### config.mk
export PLATFORM = sky130hd
export DESIGN_NAME = note_scheduler
export DESIGN_NICKNAME = d
export VERILOG_FILES = /design/src/rtl/note_scheduler.sv
export SDC_FILE = /design/constraint.sdc
export NUM_CORES = 1
export LEC_CHECK = 0
export BUFFER_PORTS_ARGS = -buffer_cell sky130_fd_sc_hd__buf_4
export CELL_PAD_IN_SITES_DETAIL_PLACEMENT = 1
export CELL_PAD_IN_SITES_GLOBAL_PLACEMENT = 2
export CORE_UTILIZATION = 43
export CTS_CLUSTER_SIZE = 12
export DETAILED_ROUTE_END_ITERATION = 10
export PLACE_DENSITY_LB_ADDON = 0.1
export SETUP_SLACK_MARGIN = 0.05
export SLEW_MARGIN = 40
export SYNTH_ARGS = -nofsm -noshare
export SYNTH_HDL_FRONTEND = slang
export SYNTH_SLANG_ARGS = --single-unit
### constraint.sdc
create_clock -name clk -period 8.55 [get_ports clk]
set_clock_uncertainty 0.05 [all_clocks]
set_input_delay 1.71 -clock clk [delete_from_list [all_inputs] [get_ports clk]]
set_output_delay 1.71 -clock clk [all_outputs]
set_load 0.01 [all_outputs]
### src/rtl/note_scheduler.sv
// note_scheduler: spawns ROM-patterned arrows into 4 lanes, advances them per frame,
// judges button presses against the hit window and keeps score/combo.
module note_scheduler #(
   parameter int  SLOTS   = 8,
   parameter int  Y_W     = 10,
   parameter int  SPEED   = 4,
   parameter int  HIT_Y   = 400,
   parameter int  HIT_WIN = 16,
   parameter int  PAT_AW  = 6,
   localparam int IW      = $clog2(SLOTS)
) (
   input  logic              clk,
   input  logic              rst,
   input  logic              run,
   input  logic              frame_tick,
   input  logic [3:0]        btn,
   output logic [PAT_AW-1:0] pat_addr,
   input  logic [7:0]        pat_data,
   input  logic [IW-1:0]     rd_idx,
   output logic              rd_valid,
   output logic [1:0]        rd_lane,
   output logic [Y_W-1:0]    rd_y,
   output logic [15:0]       score,
   output logic [7:0]        combo,
   output logic              hit_pulse,
   output logic              miss_pulse,
   output logic              done
);
   typedef enum logic [2:0] {IDLE, MOVE, FETCH, WAIT, SPAWN, JUDGE} state_t;

   localparam logic [Y_W:0] MISS_Y = (Y_W+1)'(HIT_Y + HIT_WIN);

   state_t            state_q, state_d;
   logic [IW-1:0]     idx_q, idx_d;
   logic [SLOTS-1:0]  valid_q, valid_d;
   logic [1:0]        lane_q [SLOTS];
   logic [1:0]        lane_d [SLOTS];
   logic [Y_W-1:0]    y_q [SLOTS];
   logic [Y_W-1:0]    y_d [SLOTS];
   logic [PAT_AW-1:0] pat_addr_q, pat_addr_d;
   logic [3:0]        delay_q, delay_d;
   logic [3:0]        pend_q, pend_d;
   logic [3:0]        mask_q, mask_d;
   logic [3:0]        jmask_q, jmask_d;
   logic [3:0]        snap_q, snap_d;
   logic              tick_q, tick_d;
   logic              end_q, end_d;
   logic [15:0]       score_q, score_d;
   logic [7:0]        combo_q, combo_d;
   logic              hit_q, hit_d;
   logic              miss_q, miss_d;

   logic              cur_valid, last, in_win, free_found, to_judge;
   logic [1:0]        cur_lane, lane_sel;
   logic [Y_W:0]      y_ext, y_adv;
   logic [3:0]        low_bit, mask_rest;
   logic [IW-1:0]     free_idx;

   assign cur_valid = valid_q[idx_q];
   assign cur_lane  = lane_q[idx_q];
   assign y_ext     = {1'b0, y_q[idx_q]};
   assign y_adv     = y_ext + (Y_W+1)'(SPEED);
   assign last      = idx_q == IW'(SLOTS-1);
   assign in_win    = (y_ext + (Y_W+1)'(HIT_WIN) >= (Y_W+1)'(HIT_Y)) && (y_ext <= MISS_Y);
   assign low_bit   = mask_q & (~mask_q + 4'd1);
   assign mask_rest = mask_q & ~low_bit;
   assign lane_sel  = mask_q[0] ? 2'd0 : mask_q[1] ? 2'd1 : mask_q[2] ? 2'd2 : 2'd3;

   always_comb begin
      free_found = 1'b0;
      free_idx   = '0;
      for (int i = SLOTS-1; i >= 0; i--)
         if (!valid_q[i]) begin
            free_found = 1'b1;
            free_idx   = IW'(i);
         end
   end

   always_comb begin
      state_d    = state_q;
      idx_d      = idx_q;
      valid_d    = valid_q;
      lane_d     = lane_q;
      y_d        = y_q;
      pat_addr_d = pat_addr_q;
      delay_d    = delay_q;
      pend_d     = pend_q | btn;
      mask_d     = mask_q;
      jmask_d    = jmask_q;
      snap_d     = snap_q;
      tick_d     = tick_q | (frame_tick & run);
      end_d      = end_q;
      score_d    = score_q;
      combo_d    = combo_q;
      hit_d      = 1'b0;
      miss_d     = 1'b0;
      to_judge   = 1'b0;
      case (state_q)
         IDLE: begin
            if (run && tick_q) begin
               state_d = MOVE;
               idx_d   = '0;
               tick_d  = frame_tick;
            end else if (pend_q != 4'd0) begin
               to_judge = 1'b1;
            end
         end
         MOVE: begin
            if (cur_valid) begin
               if (y_adv > MISS_Y) begin
                  valid_d[idx_q] = 1'b0;
                  miss_d         = 1'b1;
                  combo_d        = 8'd0;
               end else begin
                  y_d[idx_q] = y_adv[Y_W-1:0];
               end
            end
            idx_d = idx_q + 1'b1;
            if (last) begin
               if (delay_q == 4'd0 && !end_q) begin
                  state_d = FETCH;
               end else begin
                  delay_d  = delay_q - {3'd0, delay_q != 4'd0};
                  to_judge = 1'b1;
               end
            end
         end
         FETCH: state_d = WAIT;
         WAIT: begin
            if (pat_data == 8'h00) begin
               end_d    = 1'b1;
               to_judge = 1'b1;
            end else begin
               mask_d     = pat_data[3:0];
               delay_d    = pat_data[7:4];
               pat_addr_d = pat_addr_q + 1'b1;
               state_d    = SPAWN;
            end
         end
         SPAWN: begin
            if (mask_q == 4'd0) begin
               to_judge = 1'b1;
            end else begin
               mask_d = mask_rest;
               if (free_found) begin
                  valid_d[free_idx] = 1'b1;
                  lane_d[free_idx]  = lane_sel;
                  y_d[free_idx]     = '0;
               end else begin
                  miss_d  = 1'b1;
                  combo_d = 8'd0;
               end
               to_judge = mask_rest == 4'd0;
            end
         end
         JUDGE: begin
            if (cur_valid && jmask_q[cur_lane] && in_win) begin
               valid_d[idx_q]    = 1'b0;
               jmask_d[cur_lane] = 1'b0;
               hit_d             = 1'b1;
               score_d           = score_q > 16'hFFF5 ? 16'hFFFF : score_q + 16'd10;
               combo_d           = combo_q == 8'hFF ? combo_q : combo_q + 8'd1;
            end
            idx_d = idx_q + 1'b1;
            if (last) begin
               pend_d  = (pend_q & ~snap_q) | btn;
               state_d = IDLE;
            end
         end
         default: state_d = IDLE;
      endcase
      // presses latched up to this cycle form the judge set; later ones wait for the next pass
      if (to_judge) begin
         state_d = JUDGE;
         idx_d   = '0;
         snap_d  = pend_q;
         jmask_d = pend_q;
      end
   end

   always_ff @(posedge clk) begin
      if (rst) begin
         state_q    <= IDLE;
         idx_q      <= '0;
         valid_q    <= '0;
         pat_addr_q <= '0;
         delay_q    <= '0;
         pend_q     <= '0;
         mask_q     <= '0;
         jmask_q    <= '0;
         snap_q     <= '0;
         tick_q     <= 1'b0;
         end_q      <= 1'b0;
         score_q    <= '0;
         combo_q    <= '0;
         hit_q      <= 1'b0;
         miss_q     <= 1'b0;
      end else begin
         state_q    <= state_d;
         idx_q      <= idx_d;
         valid_q    <= valid_d;
         pat_addr_q <= pat_addr_d;
         delay_q    <= delay_d;
         pend_q     <= pend_d;
         mask_q     <= mask_d;
         jmask_q    <= jmask_d;
         snap_q     <= snap_d;
         tick_q     <= tick_d;
         end_q      <= end_d;
         score_q    <= score_d;
         combo_q    <= combo_d;
         hit_q      <= hit_d;
         miss_q     <= miss_d;
      end
      lane_q <= lane_d;
      y_q    <= y_d;
   end

   assign pat_addr   = pat_addr_q;
   assign rd_valid   = valid_q[rd_idx];
   assign rd_lane    = lane_q[rd_idx];
   assign rd_y       = y_q[rd_idx];
   assign score      = score_q;
   assign combo      = combo_q;
   assign hit_pulse  = hit_q;
   assign miss_pulse = miss_q;
   assign done       = end_q && (valid_q == '0);
endmodule

==> impl_metrics.ini <==
[floorplan]
core_um2 = 21820
io_pins = 65
die_x_um = 151.3
die-area_um2 = 22910
rows = 54
die_y_um = 151.3
start_util_pct = 43.95

[timing]
maxSlewViolCount = 0
min_period_ns = 5.163
max_freq_ghz = 0.1937
setup_viol = 0
rsz0062_at_grt = no
worst_slew_pin_slew_ns = 0.9039
setup_tns_ns = 0
max_slew_margin_pct = 39.52
fin_crit_sh_pct = 60.39
finalHoldViolCount = 0

[power]
p_leak_uw = 0.003733
power.total_uw = 2109
p_per_area_nw_per_um2 = 193.8
vdd_drop_max_mv = 0.1277

[worst_hold_path]
hold_path_class = flip-flop to flip-flop

[yosys]
synth_area_leaders = edfxtp_1 30%, dfxtp_1 14%, mux4_2 7.5%
ys_types = 82
postSynthCellCount = 938
ys_warn_count = 0
synth.net_count = 969
synthesis.area_um2 = 9590
yosys.area.top_type = edfxtp_1
synth-edff-count = 96
synth_top_area_share_pct = 30.06
synth_seq_cells = 164
avgSynthCellArea_um2 = 10.22
synth_ff_type = edfxtp_1
synthArstFlopShare_pct = 0
yosysSeqAreaShare_pct = 44.25
yosysMostFrequentCell = nand2_1
synth_common_cells = 105 x nand2_1, 96 x edfxtp_1, 83 x nor2_1

[clock_network]
numClockSinks = 164
hold_buffers = 0
clk_pin_slew_ns = 0.07
clkLatencyLatePin_ns = 0.44
cts_resized = 0
ctsLongestPathBuffers = 2
cts-root-buf = clkbuf_16
cts_tree = yes
post_cts_buffers = 0
cts.htree.levels = 4
numCtsBuffers = 17

[drt]
num_vias = 8226
drtPass1Iterations = 5
wl_mm = 32.43
drtIter0Drc = 668
drtAntennaViolNets = 0
via_per_inst = 6.432
drcViolationCount = 0
avgRoutedWirePerCell_um = 25.36

[critical_path]
cp-start-kind = flip-flop
crit_path_max_fanout = 39
required_ns = 8.65
cp-end-kind = flip-flop
cp.arrival_ns = 5.27
crit_type = flip-flop to flip-flop

[global_routing]
grt_max_degree = 62
first_global_vias = 8526
grtUsageTotal_pct = 29.40
grt_pass1_wl_mm = 50.20
antenna_found_initial = 0
grt-ovfl-total = 0

[cells_and_area]
area_delta_synth_final_pct = 13.46
final_net_count = 1017
fillCellCount = 2422
diodes = 0
regArea_um2 = 4245
multi_input_area_um2 = 5019
post_route_cells_drive_above_1_share_pct = 20.92

[job]
maxCapViolations = 0

[outcome]
status = complete, no violations

[place]
gp_congestion = 0.9508
port_buffers = 64
hpwlAfterDp_mm = 22.87
cells in the final DEF (no fill, tap or decap), types with 18 or more instances in the layout:
cell / instances
nand2_1: 105
edfxtp_1: 96
buf_4: 85
nor2_1: 81
dfxtp_1: 67
o21ai_0: 65
a21oi_1: 57
a22o_1: 51
mux2i_1: 33
mux4_2: 32
nand3_1: 29
nor3_1: 22
mux2_2: 18
layer usage:
metal	part of all wire [%]	track usage, %	wire (um)
met2	49	48.52	15950
met1	42	37.67	13630
met4	3.3	12.80	1083
met5	0	0	0
met3	5.5	5.090	1771
stage by stage:
stage | cells | hold WS [ns] | cell area [um^2] | utilization, % | worst slack, ns
after floorplan | 938 | 0.3866 | 9590 | - | 3.290
after detailed placement | 1247 | 0.4026 | 10300 | 47.20 | 3.509
after CTS | 1279 | 0.4136 | 10860 | 49.75 | 3.462
final | 1279 | 0.4162 | 10880 | 49.86 | 3.387
after global placement | 1247 | 0.3949 | 10280 | 47.09 | 3.634
after global routing | 1279 | 0.4385 | 10880 | 49.86 | 3.088
critical path: stages (launching register included):
cell,delay [ns]
dfxtp_2,0.87
buf_4,0.59
nor2b_1,0.14
and3_1,0.26
nor3_4,0.29
inv_2,0.12
ha_1,0.29
nand2_1,0.16
xnor2_2,0.18
a31oi_1,0.28
a21oi_1,0.11
nor4_1,0.34
o32ai_2,0.24
a21oi_1,0.63
buf_4,0.27
sequential cells by signal, indices dropped and copies added, names as in the netlist, named ones only:
| signal | count |
|---|---|
| y_q | 80 |
| lane_q | 16 |
| score | 16 |
| combo | 8 |
| valid_q | 8 |
| pat_addr | 6 |
| delay_q | 4 |
| jmask_q | 4 |
| mask_q | 4 |
| pend_q | 4 |
| snap_q | 4 |
| idx_q | 3 |
| state_q | 3 |
| end_q | 1 |
| hit_pulse | 1 |
| miss_pulse | 1 |
final timing paths:
kind / cells after the start / slack (ns) / end / startpoint
hold reg to reg: 2 / 0.42 / snap_q[3] / snap_q[3]
setup / recovery: 14 / 3.39 / y_q[37] / idx_q[2]
hold / removal: 2 / 0.42 / snap_q[3] / snap_q[3]
setup reg to reg: 14 / 3.39 / y_q[37] / idx_q[2]
where the power goes:
group / leakage, uW / total [uW] / switching, uW / internal [uW]
registers: 0.00148 / 904 / 30.1 / 874
logic: 0.00200 / 452 / 299 / 154
clock network: 0.000257 / 753 / 350 / 403
total: 0.00373 / 2110 / 679 / 1430
cell type report:
class | count | area share [%]
flip-flops and latches | 164 | 39.01
inverters | 19 | 0.6554
clock inverters | 14 | 1.184
multi-input cells | 699 | 46.12
clock buffers | 18 | 3.944
repair buffers | 85 | 5.864
well taps | 280 | 3.219
cell families (layout without fill, tap and decap cells):
kind of cell / count (synthesis) / count (layout) / share of synthesized area [%]
AOI/OAI and AO/OA: 263 / 263 / 19.00
xor gates and xnor gates: 9 / 9 / 0.9003
adders and majority gates: 12 / 12 / 1.566
buffers and inverters: 75 / 136 / 3.953
DFF: 164 / 164 / 44.25
muxes: 85 / 85 / 13.39
and+or+nand+nor: 330 / 330 / 16.95
Power figures use the tool's default switching activity.
